`src/rtl/btn_port_pkg.sv`:
```
// Shared definitions for the button input port: register offsets, bit
// positions within the register words and the event code type.
package btn_port_pkg;

  localparam logic [1:0] OFF_LEVEL = 2'd0;
  localparam logic [1:0] OFF_PRESS = 2'd1;
  localparam logic [1:0] OFF_EVENT = 2'd2;
  localparam logic [1:0] OFF_POP   = 2'd3;

  localparam int unsigned OVF_BIT       = 31;
  localparam int unsigned EVT_VALID_BIT = 31;

  localparam int unsigned EVT_CODE_W = 4;
  typedef logic [EVT_CODE_W-1:0] evt_code_t;

endpackage

```
`src/rtl/btn_debounce.sv`:
```
// Single-button synchroniser and debouncer.
//   clk    : block clock
//   rst    : synchronous active-high reset
//   raw_n  : raw asynchronous button, 0 = pressed
//   level  : debounced level, 1 = pressed
//   rise   : combinational, high in the cycle whose clock edge raises level
module btn_debounce #(
  parameter int unsigned DEBOUNCE_CYCLES = 250000
) (
  input  logic clk,
  input  logic rst,
  input  logic raw_n,
  output logic level,
  output logic rise
);

  localparam int unsigned CNT_W = $clog2(DEBOUNCE_CYCLES);
  localparam logic [CNT_W-1:0] CNT_LAST = CNT_W'(DEBOUNCE_CYCLES - 1);

  logic             r_sync1;
  logic             r_sync2;
  logic             r_level;
  logic [CNT_W-1:0] r_cnt;
  logic             w_differ;
  logic             w_expire;

  assign w_differ = (r_sync2 != r_level);
  // Synced bit has differed for DEBOUNCE_CYCLES consecutive cycles.
  assign w_expire = w_differ && (r_cnt == CNT_LAST);

  // Two-flop synchroniser followed by the stability counter.
  always_ff @(posedge clk) begin
    if (rst) begin
      r_sync1 <= 1'b0;
      r_sync2 <= 1'b0;
      r_level <= 1'b0;
      r_cnt   <= '0;
    end else begin
      r_sync1 <= ~raw_n;
      r_sync2 <= r_sync1;
      if (!w_differ) begin
        r_cnt <= '0;
      end else if (w_expire) begin
        r_level <= ~r_level;
        r_cnt   <= '0;
      end else begin
        r_cnt <= r_cnt + CNT_W'(1);
      end
    end
  end

  assign level = r_level;
  // Aligned with the level update so the top records the press on the same edge.
  assign rise  = w_expire && !r_level;

endmodule

```
`src/rtl/btn_input_port.sv`:
```
// Memory-mapped button input peripheral with sticky press flags and an
// event FIFO.
//   clk     : block clock
//   rst     : synchronous active-high reset
//   btn_n   : raw buttons, 0 = pressed
//   addr    : bus word address
//   wr_data : bus write data
//   wr_en   : bus write strobe
//   hit     : combinational, addr inside BASE_ADDR..BASE_ADDR+3
//   rd_data : registered read data for the previous cycle's addr
//   irq     : registered, press flags set or FIFO nonempty
module btn_input_port
  import btn_port_pkg::*;
#(
  parameter int unsigned NBTN            = 3,
  parameter int unsigned DEBOUNCE_CYCLES = 250000,
  parameter logic [15:0] BASE_ADDR       = 16'hFF10,
  parameter int unsigned FIFO_DEPTH      = 4
) (
  input  logic            clk,
  input  logic            rst,
  input  logic [NBTN-1:0] btn_n,
  input  logic [15:0]     addr,
  input  logic [31:0]     wr_data,
  input  logic            wr_en,
  output logic            hit,
  output logic [31:0]     rd_data,
  output logic            irq
);

  localparam int unsigned PTR_W = $clog2(FIFO_DEPTH);
  localparam int unsigned CNT_W = PTR_W + 1;
  localparam logic [CNT_W-1:0] CNT_FULL = CNT_W'(FIFO_DEPTH);

  logic [NBTN-1:0]  w_level;
  logic [NBTN-1:0]  w_rise;

  logic [NBTN-1:0]  r_press;
  logic             r_ovf;
  logic [NBTN-1:0]  r_pend;
  evt_code_t        r_mem [FIFO_DEPTH];
  logic [PTR_W-1:0] r_wr_ptr;
  logic [PTR_W-1:0] r_rd_ptr;
  logic [CNT_W-1:0] r_count;
  logic [31:0]      r_rd_data;
  logic             r_irq;

  logic [15:0]      w_rel;
  logic [1:0]       w_off;
  logic             w_press_wr;
  logic             w_pop_wr;
  logic             w_pop;
  logic             w_full;
  logic             w_has_pend;
  evt_code_t        w_push_idx;
  logic [NBTN-1:0]  w_pend_clr;
  logic             w_push;
  logic             w_drop;
  logic [NBTN-1:0]  w_press_clr;
  logic [NBTN-1:0]  w_press_nxt;
  logic             w_ovf_nxt;
  logic [NBTN-1:0]  w_pend_nxt;
  logic [CNT_W-1:0] w_count_nxt;
  logic [31:0]      w_rd_sel;
  logic             w_unused;

  // Per-button synchroniser and debouncer.
  for (genvar g = 0; g < NBTN; g++) begin : g_btn
    btn_debounce #(
      .DEBOUNCE_CYCLES(DEBOUNCE_CYCLES)
    ) u_deb (
      .clk   (clk),
      .rst   (rst),
      .raw_n (btn_n[g]),
      .level (w_level[g]),
      .rise  (w_rise[g])
    );
  end

  // Address decode; the unsigned offset check covers both range bounds.
  assign w_rel      = addr - BASE_ADDR;
  assign hit        = (w_rel < 16'd4);
  assign w_off      = w_rel[1:0];
  assign w_press_wr = wr_en && hit && (w_off == OFF_PRESS);
  assign w_pop_wr   = wr_en && hit && (w_off == OFF_POP);

  assign w_pop      = w_pop_wr && (r_count != '0);
  assign w_full     = (r_count == CNT_FULL);
  assign w_has_pend = |r_pend;

  // Lowest pending index wins the single push slot.
  always_comb begin
    w_push_idx = '0;
    for (int i = int'(NBTN) - 1; i >= 0; i--) begin
      if (r_pend[i]) begin
        w_push_idx = EVT_CODE_W'(i);
      end
    end
  end

  assign w_pend_clr  = w_has_pend ? (NBTN'(1) << w_push_idx) : '0;
  // A simultaneous pop frees the slot, so a full FIFO still accepts.
  assign w_push      = w_has_pend && (!w_full || w_pop);
  assign w_drop      = w_has_pend && w_full && !w_pop;

  // Set wins over write-1-to-clear for both press flags and overflow.
  assign w_press_clr = w_press_wr ? wr_data[NBTN-1:0] : '0;
  assign w_press_nxt = (r_press & ~w_press_clr) | w_rise;
  assign w_ovf_nxt   = (r_ovf && !(w_press_wr && wr_data[OVF_BIT])) || w_drop;
  assign w_pend_nxt  = (r_pend & ~w_pend_clr) | w_rise;
  assign w_count_nxt = r_count + CNT_W'(w_push) - CNT_W'(w_pop);

  // Read data select.
  always_comb begin
    w_rd_sel = '0;
    case (w_off)
      OFF_LEVEL: w_rd_sel = 32'(w_level);
      OFF_PRESS: begin
        w_rd_sel          = 32'(r_press);
        w_rd_sel[OVF_BIT] = r_ovf;
      end
      OFF_EVENT: begin
        if (r_count != '0) begin
          w_rd_sel[EVT_VALID_BIT] = 1'b1;
          w_rd_sel[15:8]          = 8'(r_count);
          w_rd_sel[3:0]           = r_mem[r_rd_ptr];
        end
      end
      default: w_rd_sel = '0;
    endcase
  end

  // Flags, FIFO control, read data and interrupt.
  always_ff @(posedge clk) begin
    if (rst) begin
      r_press   <= '0;
      r_ovf     <= 1'b0;
      r_pend    <= '0;
      r_wr_ptr  <= '0;
      r_rd_ptr  <= '0;
      r_count   <= '0;
      r_rd_data <= '0;
      r_irq     <= 1'b0;
    end else begin
      r_press   <= w_press_nxt;
      r_ovf     <= w_ovf_nxt;
      r_pend    <= w_pend_nxt;
      r_count   <= w_count_nxt;
      if (w_push) begin
        r_wr_ptr <= r_wr_ptr + PTR_W'(1);
      end
      if (w_pop) begin
        r_rd_ptr <= r_rd_ptr + PTR_W'(1);
      end
      r_rd_data <= hit ? w_rd_sel : '0;
      r_irq     <= (|w_press_nxt) || (w_count_nxt != '0);
    end
  end

  // FIFO storage needs no reset; the count marks valid entries.
  always_ff @(posedge clk) begin
    if (!rst && w_push) begin
      r_mem[r_wr_ptr] <= w_push_idx;
    end
  end

  assign rd_data  = r_rd_data;
  assign irq      = r_irq;

  assign w_unused = &{1'b0, wr_data[30:NBTN]};

endmodule
```
`config.mk`:
```
export PLATFORM = sky130hd
export DESIGN_NAME = btn_input_port
export DESIGN_NICKNAME = d
export VERILOG_FILES = /design/src/rtl/btn_port_pkg.sv /design/src/rtl/btn_debounce.sv /design/src/rtl/btn_input_port.sv
export SDC_FILE = /design/constraint.sdc
export NUM_CORES = 1
export LEC_CHECK = 0
export ABC_AREA = 1
export CELL_PAD_IN_SITES_DETAIL_PLACEMENT = 1
export CELL_PAD_IN_SITES_GLOBAL_PLACEMENT = 2
export CORE_MARGIN = 3
export CORE_UTILIZATION = 32
export CTS_CLUSTER_SIZE = 24
export DETAILED_ROUTE_END_ITERATION = 12
export GPL_TIMING_DRIVEN = 0
export MAX_ROUTING_LAYER = met4
export PLACE_DENSITY_LB_ADDON = 0.12
export SYNTH_ARGS = -nofsm -noshare
export SYNTH_HDL_FRONTEND = slang
export SYNTH_SLANG_ARGS = --single-unit
```
`constraint.sdc`:
```
create_clock -name clk -period 7 [get_ports clk]
set_input_delay 0.7 -clock clk [delete_from_list [all_inputs] [get_ports clk]]
set_output_delay 0.7 -clock clk [all_outputs]
set_load 0.02 [all_outputs]
```
Word-level counts from Yosys, hierarchy flattened
Memory sizes are Yosys's and may differ from the RTL's. A register that Yosys moved wholly into a read port is not among the register bits.
Cells that the tools add are included.
{"block": "word_totals", "input_bits": 54, "n_memories": 1, "wordCells": 115, "ramBits": 16, "output_inout_bits": 34, "regBits": 110}
{"block": "classes", "n_reduce_logical": 40, "muxes": 13, "add_sub_neg": 8, "shifts": 1, "bitwise": 18, "n_eq_ne": 10, "n_lt_le_gt_ge": 1}
{"memory": "r_mem", "depth": 4, "width": 4, "rd": 1, "rd_clocked_by_memory_dff": 1, "write_ports": 1, "line_no": "btn_input_port.sv:41", "text": "evt_code_t r_mem [FIFO_DEPTH];"}
{"operator": "$add 18x1->18 const B", "count": 3}
{"operator": "$eq 18x18->1 const B", "count": 3}
{"operator": "$reduce_or 3->1", "count": 6}
{"operator": "$logic_and 1x1->1", "count": 16}
{"operator": "$lt 16x3->1 const B", "count": 1}
{"operator": "$sub 16x16->16 const B", "count": 1}
{"operator": "$not 1->1", "count": 12}
{"operator": "$pmux 4 s3", "count": 1}
{"operator": "$mux 2", "count": 4}
{"operator": "$mux 4", "count": 2}
{"operator": "$logic_not 1->1", "count": 7}
{"operator": "$and 3x3->3", "count": 2}
{"operator": "$mux 3", "count": 2}
{"operator": "$not 3->3", "count": 2}
{"operator": "$or 3x3->3", "count": 2}
{"operator": "$reduce_and 2->1", "count": 3}
{"operator": "$reduce_bool 3->1", "count": 2}
{"operator": "$add 2x1->2 const B", "count": 2}
{"operator": "$eq 2x2->1 const B", "count": 2}
{"operator": "$reduce_or 4->1", "count": 1}
{"operator": "$shl 1x4->3 const A", "count": 1}
{"operator": "$add 3x1->3", "count": 1}
{"operator": "$eq 3x3->1 const B", "count": 1}
{"operator": "$logic_or 1x1->1", "count": 3}
{"operator": "other kinds (7)", "count": 11}

Logic depth before layout (Yosys ltp)
{"block": "depth", "ltp_word": 11, "mapped_depth": 19, "mapped_depth_nobuf": 19}

By module
A second synthesis with hierarchy kept.
{"block": "unflattened", "hier_cells": 721, "area_unflattened_um2": 5232.5}
{"module": "btn_debounce", "cells_per_inst": 167, "seq_area_each_um2": 420.4, "area_per_inst_um2": 1134.8, "n_inst": 3}
{"module": "btn_input_port", "cells_per_inst": 220, "seq_area_each_um2": 720.7, "area_per_inst_um2": 1828.0, "n_inst": 1}

Least setup slack after synthesis
No wires, ideal clock.
{"block": "synth_timing", "path_type": "input-to-reg", "start": "input port addr[8]", "end": "register r_irq, in the netlist irq", "setup_slack_ns": 3.968, "required_ns": 6.868, "n_path_buf": 0, "path_stages": 18, "arrival_ns": 2.900, "path_cell_list": "nand2_1 > nor2_1 > nand3_1 > nand2_1 > nand3_1 > nor3b_2 > nand2_1 > nand2_1 > nand2_2 > ha_1 > inv_1 > ha_1 > fa_1 > xor2_1 > inv_1 > nand3_1 > nor2_1 > a21oi_1"}
{"block": "synth_between", "elab_chain_cells": 11, "word_cells_on_any_way": 17}
{"element": "start, declared", "line_no": "btn_input_port.sv:23", "text": "input logic [15:0] addr,"}
{"element": "$sub 16x16->16 *", "line_no": "btn_input_port.sv:81", "text": "assign w_rel = addr - BASE_ADDR;"}
{"element": "$lt 16x3->1 *", "line_no": "btn_input_port.sv:82", "text": "assign hit = (w_rel < 16'd4);"}
{"element": "$logic_and 1x1->1 *", "line_no": "btn_input_port.sv:84, btn_input_port.sv:85"}
{"element": "$logic_and 1x1->1", "line_no": "btn_input_port.sv:85", "text": "assign w_pop_wr = wr_en && hit && (w_off == OFF_POP);"}
{"element": "$logic_and 1x1->1", "line_no": "btn_input_port.sv:87", "text": "assign w_pop = w_pop_wr && (r_count != '0);"}
{"element": "$logic_or 1x1->1", "line_no": "btn_input_port.sv:103", "text": "assign w_push = w_has_pend && (!w_full || w_pop);"}
{"element": "$logic_and 1x1->1", "line_no": "btn_input_port.sv:103"}
{"element": "$add 3x1->3", "line_no": "btn_input_port.sv:111", "text": "assign w_count_nxt = r_count + CNT_W'(w_push) - CNT_W'(w_pop);"}
{"element": "$sub 3x1->3", "line_no": "btn_input_port.sv:111"}
{"element": "$reduce_bool 3->1", "line_no": "btn_input_port.sv:156", "text": "r_irq <= (|w_press_nxt) || (w_count_nxt != '0);"}
{"element": "$logic_or 1x1->1 *", "line_no": "btn_input_port.sv:156"}
{"element": "end signal, assigned", "line_no": "btn_input_port.sv:156"}
{"element": "end, declared", "line_no": "btn_input_port.sv:46", "text": "logic r_irq;"}
Every way passes the cells marked *; elsewhere a longest branch is shown, timed or not.
A chain may end at the register's enable or synchronous reset.

Worst setup path after layout
Same ends and word-level chain as after synthesis.

==> run_results.csv <==
group,metric,value,unit
clock_network,h-tree-depth,3,
floorplanning,ios,88,
worst_hold_path,min-delay-path-class,"reg -> reg",
yosys,synthCells,589,
floorplanning,rows,42,
floorplanning,fp.dieArea,0.0156,mm^2
routing,drt_iter0_markers,124,
global_route,grt_usage,14.9,%
worst_setup_path,r2r_end,"irq",
clock_network,cts.sinks,95,
cells_and_area,drive_gt1_share,10.9,%
sta,max-slew-margin-rel,60.4,%
yosys,ys_warn_count,0,
cells_and_area,fin_nets,727,
power,p_leak,2.05,nW
yosys,synthArstFlopShare,0,%
sta,max_freq,280,MHz
worst_setup_path,r2r_slack,4540,ps
clock_network,ctsLongestPathBuffers,2,
routing,wl,10700,um
cells_and_area,areaGrowthSynthToFinish,21.1,%
sta,finalCritPeriodShare,51.0,%
yosys,synth-edff-count,8,
yosys,synth_cell_types,32,
sta,rsz0062_at_grt,"false",
yosys,synth_area,0.00453,mm^2
cells_and_area,register_area,0.00198,mm^2
worst_setup_path,reg2reg_depth,13,
sta,finalHoldViolCount,0,
routing,drt_drc_violations_left,0,
floorplanning,core-area,0.0136,mm^2
clock_network,clk_pin_slew,70,ps
cells_and_area,diodes,0,
clock_network,clkLatencyLatePin,350,ps
worst_setup_path,start_kind,"input pin",
global_route,grt-ovfl-total,0,
global_route,antenna_found_initial,0,
global_route,grt_pass1_wl,18600,um
worst_setup_path,worstReg2RegStart,"r_count[0]",
sta,tightest_slew,594,ps
clock_network,clock-root-buffer,"clkbuf_16",
routing,drtAntennaViolNets,0,
yosys,synth_ff_type,"dfxtp_1",
flow_run,drv_cap,0,
placement,hpwl,8410,um
worst_hold_path,min_from,"g_btn[1].u_deb.r_sync1",
routing,wl_per_cell,12.8,um
sta,tns,0,ps
placement,port_buffers,34,
sta,skew,9.76,ps
cells_and_area,layout_common_cells,"91 x nor2_1, 87 x inv_1, 87 x dfxtp_1",
floorplanning,start_util,33.4,%
sta,finalCriticalPeriod,3570,ps
clock_network,cts_setup_buffers,0,
yosys,avgSynthCellArea,7.69,um^2
clock_network,cts-resized-gates,0,
routing,vias_per_cell,4.52,
cells_and_area,final_common_cell,"nor2_1",
routing,dr.pass1.iters,4,
worst_setup_path,cp-end-kind,"flip-flop",
power,powerDensity,204,mW/mm^2
cells_and_area,multi_input_area,0.00208,mm^2
sta,setup_viol,0,
global_route,grt_max_degree,17,
clock_network,postCtsHoldBufs,0,
routing,vias,3790,
floorplanning,die_w,125,um
cells_and_area,fillers,1672,
placement,place_congestion,0.780,
floorplanning,die_y,125,um
clock_network,cts_tree,"done",
worst_hold_path,min_to,"g_btn[1].u_deb.r_sync2",
yosys,yosys_register_bits,95,
clock_network,numCtsBuffers,9,
worst_setup_path,arrival,3770,ps
yosys,ys_seq_area_share,43.8,%
sta,final-max-slew-violation-count,0,
sta,holdWs,405,ps
power,ir_drop,0.000113,V
global_route,grt_pass1_vias,3941,
worst_setup_path,cp.required,7210,ps
status,outcome,"finished, final reports clean",
worst_hold_path,hold_depth,2,
worst_setup_path,cp_max_fo,4,
worst_setup_path,critical_path_class,"in -> reg",
[worst max-delay path: stages]
cell	delay [ps]
clkdlybuf4s50_1	450
nand2_1	90
nor2_1	190
nand3_1	100
nand2_1	60
nand3_1	140
nor3b_2	300
nand2_1	110
nand2_1	90
nand2_2	100
ha_1	290
inv_1	40
ha_1	180
fa_1	390
xor2_1	170
inv_1	70
nand3_1	80
nor2_1	110
a21oi_1	90
[metrics by stage]
stage                     cell area, um^2  setup WS [ps]  instances  utilization, %  total power [mW]
after global placement               5180           3070        823            38.2             0.621
after floorplan                      4620           3970        613               -             0.599
after global routing                 5490           3080        839            40.5              1.17
after CTS                            5490           3390        839            40.5              1.14
final                                5490           3430        839            40.5              1.12
after detailed placement             5180           3020        823            38.2             0.622
[sequential cells by signal, indices dropped and copies added (netlist names), named ones only]
| register | cells |
|---|---|
| g_btn.u_deb.level | 3 |
| r_mem | 8 |
| g_btn.u_deb.r_sync2 | 3 |
| r_press | 3 |
| r_count | 3 |
| r_rd_ptr | 2 |
| g_btn.u_deb.r_cnt | 54 |
| r_ovf | 1 |
| irq | 1 |
| g_btn.u_deb.r_sync1 | 3 |
| rd_data | 7 |
| r_wr_ptr | 2 |
| r_pend | 3 |
[final cells by class]
cell class,count,area share [%]
repair buffers,34,6.20
multi-input cells,397,37.9
clock buffers,10,4.36
flip-flops and latches,95,36.1
clock inverters,6,1.23
well taps,176,4.01
inverters,89,6.09
plain buffers,32,4.08
[synth_stat cells, types with 3 or more instances]
cell,n,area share (%)
nor2_1,91,7.5
dfxtp_1,87,38
inv_1,87,7.2
nand2_1,80,6.6
nand3_1,32,3.5
a21oi_1,31,3.4
buf_4,27,4.5
nor3_1,23,2.5
nand4_1,20,2.8
xor2_1,17,3.3
ha_1,14,3.9
o21ai_0,11,1.2
edfxtp_1,8,5.3
or2_2,8,1.1
nor3b_1,7,1.2
a31oi_1,6,0.83
nor3_2,6,1.3
o21bai_1,6,0.99
nor4_1,4,0.55
clkbuf_1,3,0.25
nand2_2,3,0.41
nor2_2,3,0.41
[kinds of logic (layout without fill, tap and decap cells)]
logic type,count (synthesis),after routing,share of synthesized area (%)
buffers and inverters,121,171,12.3
other,1,25,0.0828
flip-flops,95,95,43.8
AND/OR/NAND/NOR,282,282,29.1
XOR/XNOR,19,19,3.67
adder cells (fa/ha/maj),15,15,4.31
AO/OA/AOI/OAI,56,56,6.74
[report_power, final]
part	leakage [nW]	internal [mW]	switching, mW
clock	0.145	0.288	0.222
sequential	0.768	0.549	0.000937
combinational	1.13	0.0278	0.0325
total	2.05	0.864	0.256
[how the worst max path moves through the flow]
stage | startpoint | end | depth (start not counted)
2_1_floorplan | addr[8] | irq | 18
3_3_place_gp | addr[8] | irq | 19
3_5_place_dp | addr[9] | irq | 19
4_1_cts | addr[8] | irq | 19
5_1_grt | addr[9] | irq | 19
6_report | addr[8] | irq | 19
[routing by layer]
layer  track usage [%]  vias to the layer above  wire length [um]
li1                  -                     1980                 -
met1              18.0                     1759              4980
met2              25.1                       37              5270
met3              2.94                       14               327
met4              4.66                        0               157
met5                 -                        -                 0
No activity file was read; power rests on OpenSTA's default activity.
